===== config.mk =====
export PLATFORM = sky130hd
export DESIGN_NAME = traffic_display_driver
export DESIGN_NICKNAME = d
export VERILOG_FILES = /design/src/rtl/traffic_pkg.sv /design/src/rtl/bin2bcd_seq.sv /design/src/rtl/traffic_display_driver.sv
export SDC_FILE = /design/constraint.sdc
export NUM_CORES = 1
export LEC_CHECK = 0
export CORE_MARGIN = 2
export CORE_UTILIZATION = 40
export DETAILED_ROUTE_END_ITERATION = 16
export HOLD_SLACK_MARGIN = 0.06
export PLACE_DENSITY = 0.65
export SYNTH_ARGS = -nofsm -noshare
export SYNTH_HDL_FRONTEND = slang
export SYNTH_SLANG_ARGS = --single-unit

===== constraint.sdc =====
create_clock -name clk -period 2.9 [get_ports clk]
set_input_delay 0.29 -clock clk [delete_from_list [all_inputs] [get_ports clk]]
set_output_delay 0.29 -clock clk [all_outputs]
set_load 0.02 [all_outputs]

===== src/rtl/traffic_pkg.sv =====
`default_nettype none
// ============================================================================
// Module      : traffic_pkg
// Description : Shared lamp encodings, legal lamp pairs and 7-segment patterns
// Revision    : 1.0 - initial release
// ============================================================================
package traffic_pkg;

    localparam logic [2:0] GREEN  = 3'b100;
    localparam logic [2:0] RED    = 3'b010;
    localparam logic [2:0] YELLOW = 3'b001;

    // {highway, country} lamp pairs that may legally appear together
    localparam logic [5:0] c_PAIR_GR = {GREEN,  RED};
    localparam logic [5:0] c_PAIR_YR = {YELLOW, RED};
    localparam logic [5:0] c_PAIR_RG = {RED,    GREEN};
    localparam logic [5:0] c_PAIR_RY = {RED,    YELLOW};

    // Active-low segments {g,f,e,d,c,b,a}
    localparam logic [6:0] c_SEG_BLANK = 7'h7F;
    localparam logic [6:0] c_SEG_DASH  = 7'b0111111;
    localparam logic [6:0] c_SEG_0     = 7'h40;
    localparam logic [6:0] c_SEG_1     = 7'h79;
    localparam logic [6:0] c_SEG_2     = 7'h24;
    localparam logic [6:0] c_SEG_3     = 7'h30;
    localparam logic [6:0] c_SEG_4     = 7'h19;
    localparam logic [6:0] c_SEG_5     = 7'h12;
    localparam logic [6:0] c_SEG_6     = 7'h02;
    localparam logic [6:0] c_SEG_7     = 7'h78;
    localparam logic [6:0] c_SEG_8     = 7'h00;
    localparam logic [6:0] c_SEG_9     = 7'h10;

    function automatic logic [6:0] seg_of(input logic [3:0] digit);
        logic [6:0] seg;
        case (digit)
            4'd0:    seg = c_SEG_0;
            4'd1:    seg = c_SEG_1;
            4'd2:    seg = c_SEG_2;
            4'd3:    seg = c_SEG_3;
            4'd4:    seg = c_SEG_4;
            4'd5:    seg = c_SEG_5;
            4'd6:    seg = c_SEG_6;
            4'd7:    seg = c_SEG_7;
            4'd8:    seg = c_SEG_8;
            4'd9:    seg = c_SEG_9;
            default: seg = c_SEG_BLANK;
        endcase
        return seg;
    endfunction

    function automatic logic is_legal_pair(input logic [5:0] pair);
        return (pair == c_PAIR_GR) || (pair == c_PAIR_YR) ||
               (pair == c_PAIR_RG) || (pair == c_PAIR_RY);
    endfunction

endpackage
`default_nettype wire


===== src/rtl/bin2bcd_seq.sv =====
`default_nettype none
// ============================================================================
// Module      : bin2bcd_seq
// Description : Sequential double-dabble converter, one bit per clock
// Revision    : 1.0 - initial release
// ============================================================================
module bin2bcd_seq #(
    parameter int BIN_BITS = 8
) (
    input  logic                clk,
    input  logic                rst,
    input  logic                start,
    input  logic [BIN_BITS-1:0] bin,
    output logic                busy,
    output logic                done,
    output logic [11:0]         bcd
);

    localparam int         c_SR_W      = 12 + BIN_BITS;
    localparam logic [3:0] c_LAST_STEP = 4'(BIN_BITS - 1);

    localparam logic [1:0] c_ST_IDLE  = 2'd0;
    localparam logic [1:0] c_ST_SHIFT = 2'd1;
    localparam logic [1:0] c_ST_DONE  = 2'd2;

    logic [1:0]        r_state;
    logic [c_SR_W-1:0] r_sr;
    logic [3:0]        r_step;
    logic [11:0]       w_adj;

    // Add-3 correction on every BCD nibble that would overflow on the next shift
    always_comb begin
        w_adj = r_sr[c_SR_W-1:BIN_BITS];
        for (int i = 0; i < 3; i++) begin
            if (w_adj[4*i +: 4] >= 4'd5) begin
                w_adj[4*i +: 4] = w_adj[4*i +: 4] + 4'd3;
            end
        end
    end

    always_ff @(posedge clk or posedge rst) begin
        if (rst) begin
            r_state <= c_ST_IDLE;
            r_sr    <= '0;
            r_step  <= '0;
        end else begin
            case (r_state)
                c_ST_IDLE: begin
                    if (start) begin
                        r_sr    <= {12'd0, bin};
                        r_step  <= '0;
                        r_state <= c_ST_SHIFT;
                    end
                end
                c_ST_SHIFT: begin
                    r_sr <= {w_adj, r_sr[BIN_BITS-1:0]} << 1;
                    if (r_step == c_LAST_STEP) begin
                        r_state <= c_ST_DONE;
                    end else begin
                        r_step <= r_step + 4'd1;
                    end
                end
                c_ST_DONE: r_state <= c_ST_IDLE;
                default:   r_state <= c_ST_IDLE;
            endcase
        end
    end

    assign busy = (r_state != c_ST_IDLE);
    assign done = (r_state == c_ST_DONE);
    assign bcd  = r_sr[c_SR_W-1:BIN_BITS];

endmodule
`default_nettype wire


===== src/rtl/traffic_display_driver.sv =====
`default_nettype none
// ============================================================================
// Module      : traffic_display_driver
// Description : Countdown 7-segment scanner and lamp driver with fault latch
// Revision    : 1.0 - initial release
// ============================================================================
module traffic_display_driver
    import traffic_pkg::*;
#(
    parameter int CLK_FREQ   = 50_000,
    parameter int COUNT_BITS = 8,
    parameter int SCAN_DIV   = 50
) (
    input  logic                  clk,
    input  logic                  rst,
    input  logic [COUNT_BITS-1:0] current_count,
    input  logic [2:0]            highway_gry,
    input  logic [2:0]            country_gry,
    output logic [6:0]            seg_n,
    output logic [3:0]            an_n,
    output logic [2:0]            highway_led,
    output logic [2:0]            country_led,
    output logic                  fault
);

    localparam int                c_SCAN_W    = $clog2(SCAN_DIV);
    localparam logic [c_SCAN_W-1:0] c_SCAN_LAST = c_SCAN_W'(SCAN_DIV - 1);

    if (COUNT_BITS < 4 || COUNT_BITS > 9 || SCAN_DIV < 2 || CLK_FREQ < 1) begin : g_bad_params
        $error("traffic_display_driver: illegal parameter value");
    end

    logic [COUNT_BITS-1:0] r_count;
    logic [COUNT_BITS-1:0] r_conv_val;
    logic [COUNT_BITS-1:0] r_last_conv;
    logic [2:0]            r_hw;
    logic [2:0]            r_cn;
    logic                  r_in_valid;
    logic [11:0]           r_bcd_hold;
    logic [c_SCAN_W-1:0]   r_scan;
    logic [1:0]            r_digit;

    logic        w_start;
    logic        w_busy;
    logic        w_done;
    logic [11:0] w_bcd;
    logic        w_legal;
    logic [6:0]  w_seg;
    logic [3:0]  w_an;

    always_ff @(posedge clk or posedge rst) begin
        if (rst) begin
            r_count    <= '0;
            r_hw       <= '0;
            r_cn       <= '0;
            r_in_valid <= 1'b0;
        end else begin
            r_count    <= current_count;
            r_hw       <= highway_gry;
            r_cn       <= country_gry;
            r_in_valid <= 1'b1;
        end
    end

    assign w_start = (r_count != r_last_conv) && !w_busy;

    bin2bcd_seq #(
        .BIN_BITS (COUNT_BITS)
    ) u_bin2bcd (
        .clk   (clk),
        .rst   (rst),
        .start (w_start),
        .bin   (r_count),
        .busy  (w_busy),
        .done  (w_done),
        .bcd   (w_bcd)
    );

    // Value and tag move together so a display never mixes two conversions
    always_ff @(posedge clk or posedge rst) begin
        if (rst) begin
            r_conv_val  <= '0;
            r_last_conv <= '0;
            r_bcd_hold  <= '0;
        end else begin
            if (w_start) begin
                r_conv_val <= r_count;
            end
            if (w_done) begin
                r_bcd_hold  <= w_bcd;
                r_last_conv <= r_conv_val;
            end
        end
    end

    always_ff @(posedge clk or posedge rst) begin
        if (rst) begin
            r_scan  <= '0;
            r_digit <= '0;
        end else if (r_scan == c_SCAN_LAST) begin
            r_scan  <= '0;
            r_digit <= r_digit + 2'd1;
        end else begin
            r_scan <= r_scan + 1'b1;
        end
    end

    always_comb begin
        w_seg = c_SEG_BLANK;
        case (r_digit)
            2'd0: w_seg = seg_of(r_bcd_hold[3:0]);
            2'd1: w_seg = (r_bcd_hold[11:4] == 8'd0) ? c_SEG_BLANK : seg_of(r_bcd_hold[7:4]);
            2'd2: w_seg = (r_bcd_hold[11:8] == 4'd0) ? c_SEG_BLANK : seg_of(r_bcd_hold[11:8]);
            default: w_seg = c_SEG_BLANK;
        endcase
        if (fault && r_digit != 2'd3) begin
            w_seg = c_SEG_DASH;
        end
    end

    assign w_an = ~(4'b0001 << r_digit);

    always_ff @(posedge clk or posedge rst) begin
        if (rst) begin
            seg_n <= c_SEG_BLANK;
            an_n  <= 4'hF;
        end else begin
            seg_n <= w_seg;
            an_n  <= w_an;
        end
    end

    assign w_legal = is_legal_pair({r_hw, r_cn});

    // Lamp registers hold their reset value until the first real input sample
    always_ff @(posedge clk or posedge rst) begin
        if (rst) begin
            highway_led <= 3'b000;
            country_led <= 3'b000;
            fault       <= 1'b0;
        end else if (r_in_valid) begin
            if (fault || !w_legal) begin
                highway_led <= RED;
                country_led <= RED;
            end else begin
                highway_led <= r_hw;
                country_led <= r_cn;
            end
            if (!w_legal) begin
                fault <= 1'b1;
            end
        end
    end

endmodule
`default_nettype wire


==> results of run 1 <==
sequential cells by signal, summed over array words and instances (netlist names), 6 cells and up:
| name | cells |
|---|---|
| r_conv_val | 8 |
| seg_n | 7 |
| r_scan | 6 |
| r_last_conv | 8 |
| r_bcd_hold | 12 |
| u_bin2bcd.r_sr | 20 |
| r_count | 8 |
worst max-delay path by stage:
stage                                     to  cells after the start
after global placement        r_last_conv[5]                      2
after CTS                 u_bin2bcd.r_sr[15]                      6
final                     u_bin2bcd.r_sr[15]                      6
after floorplan               country_led[0]                      1
after detailed placement  u_bin2bcd.r_sr[15]                      6
after global routing      u_bin2bcd.r_sr[15]                      6
area by class of cell:
| class | count | area, sq um |
|---|---|---|
| Fill cell | 1061 | 5956 |
| Sequential cell | 95 | 2391 |
| Multi-Input combinational cell | 292 | 2003 |
| Timing Repair Buffer | 40 | 395.4 |
| Clock buffer | 11 | 252.7 |
| Tap cell | 143 | 178.9 |
| Inverter | 28 | 106.4 |
| Clock inverter | 4 | 37.54 |
per-layer routing:
layer / vias to the layer above / track usage, % / share of wire, %
met2: 60 / 23.93 / 50
met3: 14 / 3.499 / 3.7
li1: 1553 / - / -
met1: 1552 / 17.94 / 45
met4: 0 / 4.609 / 1.7
met5: - / 0 / 0
metrics by stage:
step / instance area (sq um) / std cells
after floorplan: 4586 / 432
after CTS: 5365 / 613
after global placement: 5075 / 598
final: 5365 / 613
after detailed placement: 5075 / 598
after global routing: 5365 / 613
power breakdown:
group	internal, mW	leakage [nW]	switching (mW)
clock network	0.637	0.145	0.505
logic	0.767	1.02	0.873
registers	1.66	1.16	0.329
total	3.06	2.33	1.71
logic make-up (layout without fill, tap and decap cells):
family | count (synthesis) | after routing | share of synthesized area, %
muxes | 23 | 23 | 5.703
xor gates and xnor gates | 18 | 18 | 3.438
and+or+nand+nor | 122 | 122 | 13.04
other | 1 | 1 | 0.08178
adders and majority gates | 29 | 29 | 7.913
DFF | 95 | 95 | 52.14
AOI/OAI and AO/OA | 99 | 99 | 13.51
buffers and inverters | 45 | 83 | 4.174
Yosys cell counts (5+ instances only):
cell      number
dfrtp_1       84
nand2_1       49
o21ai_0       31
ha_1          29
inv_1         28
nor2_1        25
a21oi_1       22
mux2_2        21
xnor2_1       15
dfstp_2       11
nand2b_1      11
nand3_1       11
a22oi_1        9
clkbuf_1       9
o22ai_1        8
a22o_1         6
nor3_1         6
buf_2          5
==> results by group, run 1 <==
Floorplan
  • FP Rows: 39
  • Area of the core: 0.01132 sq mm
  • Initial Utilization: 40.51%
  • Die Ht: 111.1 microns
  • I/O pin cnt: 34
  • Die W: 111.1 microns
  • DIE AREA: 0.01234 sq mm

Clock tree
  • Post-cts resize count: 0
  • H-tree depth: 3
  • CTS buffer count: 9
  • Post-CTS Setup Bufs: 0
  • Max clock buf depth: 2
  • Post-cts hold buffer count: 0
  • Clk Latency, worst-skew pair: 0.34 ns
  • Clock net sink count: 95
  • CTS tree: done
  • Root Driver: clkbuf_16
  • Clock Pin Slew Worst Setup and Hold Paths: 0.07 ns

GRT
  • Grt ovf: 0
  • Largest net degree at the start of global routing: 39
  • Initial antenna violation count: 0
  • Global-route wire length before repair: 14.50 mm
  • Total GRT Usage: 14.16%
  • Vias in the first global route: 3170

Timing
  • TNS Setup: 0 ns
  • RSZ-0062 raised after global routing: false
  • Share of the cycle needed by the critical path after routing: 64.80%
  • Min setup slack post-route: 1.021 ns
  • Fmax: 532.1 MHz
  • Max Slew Vio Count: 0
  • Least-Margin Pin Slew: 1.058 ns
  • Hold Vio Cnt, Final: 0
  • Final Setup Violations: 0
  • Slew headroom: 29.49%
  • Clock Skew: 0.006542 ns
  • Fin crit period: 1.879 ns
  • Hold_ws: 0.3026 ns

Critical path
  • CP max stage cell: o31ai_1
  • CP Launch Point: r_count[1]
  • Crit path capture type: flop
  • CP required: 3.18 ns
  • Crit path largest cell delay: 0.66 ns
  • CP Max Fanout: 5
  • Worst r2r path cells: 6
  • Buf/Inv on CP: 1
  • Delay-heaviest family, CP: compound AO/OA/AOI/OAI gates
  • Crit path cell chain: xnor2_1, nand4_1, o31ai_1, buf_4, o21ai_0, nand2_1
  • R2r endpoint: u_bin2bcd.r_sr[15]
  • Crit start category: flop
  • CP Data Arrival Time: 2.16 ns
  • Reg-to-reg startpoint: r_count[1]
  • Crit path kind: reg -> reg
  • R2r setup slk: 1.02 ns

Drt
  • Drt first pass iters: 4
  • Post-DRT Antenna Nets: 0
  • First DRT Iteration DRCs: 150
  • Avg Vias per Cell: 5.186
  • Via count: 3179
  • Post-route DRC: 0
  • Drt wl/cell: 13.35 microns
  • Final wirelength: 8.182 mm

Place
  • IO buf count: 33
  • DP Wirelength: 5.904 mm
  • DP Worst Slack: 1.031 ns
  • Final GP Congestion: 0.8374

Logic synthesis
  • Yosys top cell area share: 45.84%
  • Cell count after synthesis: 432
  • Leading post-synthesis cells by cell area: dfrtp_1 (46%), ha_1 (7.9%), dfstp_2 (6.3%), mux2_2 (5.2%), nand2_1 (4.0%)
  • Post-synth top area cell: dfrtp_1
  • Flops & latches, synth: 95
  • Async SR Flop Fraction: 100.0%
  • Synthesized area: 0.004586 sq mm
  • Number of flops mapped to enable cells by yosys: 0
  • Synthesis warning total: 0
  • Net Count, Synth: 477
  • Post-synthesis sequential area ratio: 52.14%
  • Synthesized area per cell: 10.61 sq um
  • Cell variety after synth: 49
  • Ys flop type: dfrtp_1

Layout
  • Commonest non-fill, non-tap cell in the layout: dfrtp_1
  • Fraction of layout cells with a size suffix above 1: 12.98%
  • Fin util: 47.39%
  • Final #Nets: 511
  • Most frequent cells in the layout: dfrtp_1 (84), nand2_1 (49), clkdlybuf4s50_1 (33)
  • Antenna cell count: 0
  • P&R area growth vs syn: 17.00%

Run status
  • Status: complete, no violations

Power and ir drop
  • Power Dens Cells: 888.5 mW/mm^2
  • Worst vdd ir: 469.4 uV
  • Leak pwr: 2.330 nW
  • Total power: 4.767 mW

Hold path
  • HP Class: in -> async

Run
  • Max-Cap Viols: 0
(Power assumes the default switching activity.)
==> run 2, diff against run 1 <==
- clock period: 2.9 -> 1.7 ns (I/O delays scaled with it)
==> run 2 against run 1 <==
  * Clock power grew 73%
  * Design area grew 2.6%
  * Setup slack lost 0.96 ns
  * Hold slack lost 0.038 ns
  * First-iteration DRC count shrank 2.0%
  * Count of clock-buffer cells in the layout shrank 1
  * Combinational power grew 84%
  * Largest cell class unchanged
  * Highest routed layer unchanged
==> results by group, run 2 (synthesized netlist as in run 1, its figures left out) <==
Run status
  • Status: complete, no violations

Layout
  • Antenna cell count: 0 (unchanged)
  • Biggest regs: u_bin2bcd.r_sr x20, r_bcd_hold x12
  • Final Cell Area: 0.005505 sq mm (+2.6%)
  • Fin util: 48.63% (+1.2 points)
  • Commonest non-fill, non-tap cell in the layout: dfrtp_1
  • Fillers: 1053 (-0.75%)
  • Area of the multi-input gates: 0.002033 sq mm (+1.5%)
  • Largest Register: u_bin2bcd.r_sr
  • Max reg flops: 20 (unchanged)
  • Final #Nets: 524 (+2.5%)
  • Sequential cell area: 0.002391 sq mm (unchanged)
  • Finished Layout Cells: 626 (+2.1%)
  • Fraction of layout cells with a size suffix above 1: 16.15% (+3.2 points)
  • P&R area growth vs syn: 20.05%
  • Most frequent cells in the layout: dfrtp_1 (84), nand2_1 (49), clkdlybuf4s50_1 (33)

GRT
  • Initial antenna violation count: 0 (unchanged)
  • Global route hottest layer: met2
  • Vias in the first global route: 3228 (+1.8%)
  • Global-route wire length before repair: 14.71 mm (+1.4%)
  • Total GRT Usage: 14.41% (+0.25 points)
  • Met3 Use GR: 3.827% (+0.33 points)
  • Met2 usage: 24.17% (+0.25 points)
  • Largest net degree at the start of global routing: 70 (+79%)
  • Grt ovf: 0 (unchanged)
  • Met1 Resource Use GR: 18.39% (+0.44 points)

Critical path
  • Buf/Inv on CP: 0 (-1)
  • R2r endpoint: country_led[0]
  • CP Launch Point: r_hw[0]
  • CP Data Arrival Time: 1.91 ns (-0.25 ns)
  • R2r setup slk: 0.06 ns (-0.96 ns)
  • Worst r2r path cells: 5 (-1)
  • Critical Path Sink: country_led[0]
  • Crit path largest cell delay: 0.43 ns (-0.23 ns)
  • Crit path capture type: flop
  • CP required: 1.97 ns (-1.21 ns)
  • Delay-heaviest family, CP: simple AND/OR/NAND/NOR gates
  • Crit path depth: 5 (-1)
  • Crit path kind: reg -> reg
  • Reg-to-reg startpoint: r_hw[0]
  • CP max stage cell: dfrtp_1
  • Crit path cell chain: nor4b_4, a22oi_2, o21ai_2, nor3b_4, a22o_1
  • Crit start category: flop
  • CP Max Fanout: 6 (+1)

Drt
  • Drt first pass iters: 4 (unchanged)
  • Via count: 3193 (+0.44%)
  • Post-route DRC: 0 (unchanged)
  • Post-DRT Antenna Nets: 0 (unchanged)
  • First DRT Iteration DRCs: 147 (-2.0%)
  • Avg Vias per Cell: 5.101 (-1.6%)
  • Drt wl/cell: 13.47 microns (+0.92%)
  • Final wirelength: 8.432 mm (+3.1%)

Timing
  • Hold Vio Cnt, Final: 0 (unchanged)
  • Fmax: 609.8 MHz (+15%)
  • TNS Setup: 0 ns (unchanged)
  • Share of the cycle needed by the critical path after routing: 96.46% (+32 points)
  • Hold_ws: 0.2650 ns (-0.03763 ns)
  • Max Slew Vio Count: 0 (unchanged)
  • Fin crit period: 1.640 ns (-0.2393 ns)
  • RSZ-0062 raised after global routing: true
  • Min setup slack post-route: 0.06013 ns (-0.9607 ns)
  • Final Setup Violations: 0 (unchanged)
  • Clock Skew: 0.004269 ns (-0.002273 ns)

Place
  • Inst Count DP: 610 (+2.0%)
  • DP Wirelength: 5.943 mm (+0.66%)
  • Area after DPL: 0.005180 sq mm (+2.1%)
  • IO buf count: 33 (unchanged)
  • Final GP Congestion: 0.9181 (+9.6%)
  • DP Worst Slack: -0.02441 ns (-1.055 ns)

Clock tree
  • Clk Latency, worst-skew pair: 0.33 ns (about the same)
  • Post-cts hold buffer count: 0 (unchanged)
  • CTS tree: done
  • H-tree depth: 3 (unchanged)
  • Root Driver: clkbuf_16
  • Clock Pin Slew Worst Setup and Hold Paths: 0.07 ns (about the same)
  • Clock net sink count: 95 (unchanged)
  • CTS buffer count: 9 (unchanged)
  • Max clock buf depth: 2 (unchanged)

Floorplan
  • Die W: 111.1 microns (unchanged)
  • Die Ht: 111.1 microns (unchanged)
  • DIE AREA: 0.01234 sq mm (unchanged)
  • Initial Utilization: 40.51% (unchanged)
  • FP Rows: 39 (unchanged)
  • Area of the core: 0.01132 sq mm (unchanged)
  • I/O pin cnt: 34 (unchanged)

Hold path
  • HP Class: in -> reg
  • Worst hold path depth: 1

Power and ir drop
  • Total power: 8.339 mW (+75%)
  • Leak pwr: 2.394 nW (+2.7%)
  • Worst vdd ir: 845.6 uV (+80%)
  • Power Dens Cells: 1515 mW/mm^2 (+70%)

Run
  • Max-Cap Viols: 0 (unchanged)
run 2: how the worst min path moves through the flow:
stage	to	startpoint
final	r_hw[0]	highway_gry[0]
after global routing	r_hw[0]	highway_gry[0]
after floorplan	r_cn[0]	country_gry[0]
after CTS	r_hw[0]	highway_gry[0]
after detailed placement	u_bin2bcd.r_sr[3]	u_bin2bcd.r_sr[3]
after global placement	u_bin2bcd.r_sr[2]	u_bin2bcd.r_sr[2]
run 2: cell type report:
| class | instances | share of cell area (%) |
|---|---|---|
| inverter | 28 | 1.977 |
| timing repair buffer | 53 | 9.182 |
| sequential | 95 | 43.43 |
| tap | 143 | 3.250 |
| clock buffer | 10 | 4.159 |
| multi-input combinational | 292 | 36.93 |
| clock inverter | 5 | 1.068 |
run 2: power by group:
group | leakage, nW | switching (mW) | total [mW] | internal (mW)
Clock | 0.135 | 0.838 | 1.97 | 1.13
Combinational | 1.10 | 1.56 | 3.02 | 1.46
Sequential | 1.16 | 0.517 | 3.34 | 2.83
run 2: routing by layer:
metal / routed length [microns] / part of all wire, %
met1: 3787 / 45
met3: 279 / 3.3
met4: 84 / 1.0
met5: 0 / 0
met2: 4281 / 51
run 2: timing repair:
item / 4_1_cts / 5_1_grt
setup endpoints to repair: 5 / 8
pin swaps: 0 / 2
buffers inserted: 0 / 1
resized for setup: 1 / 5
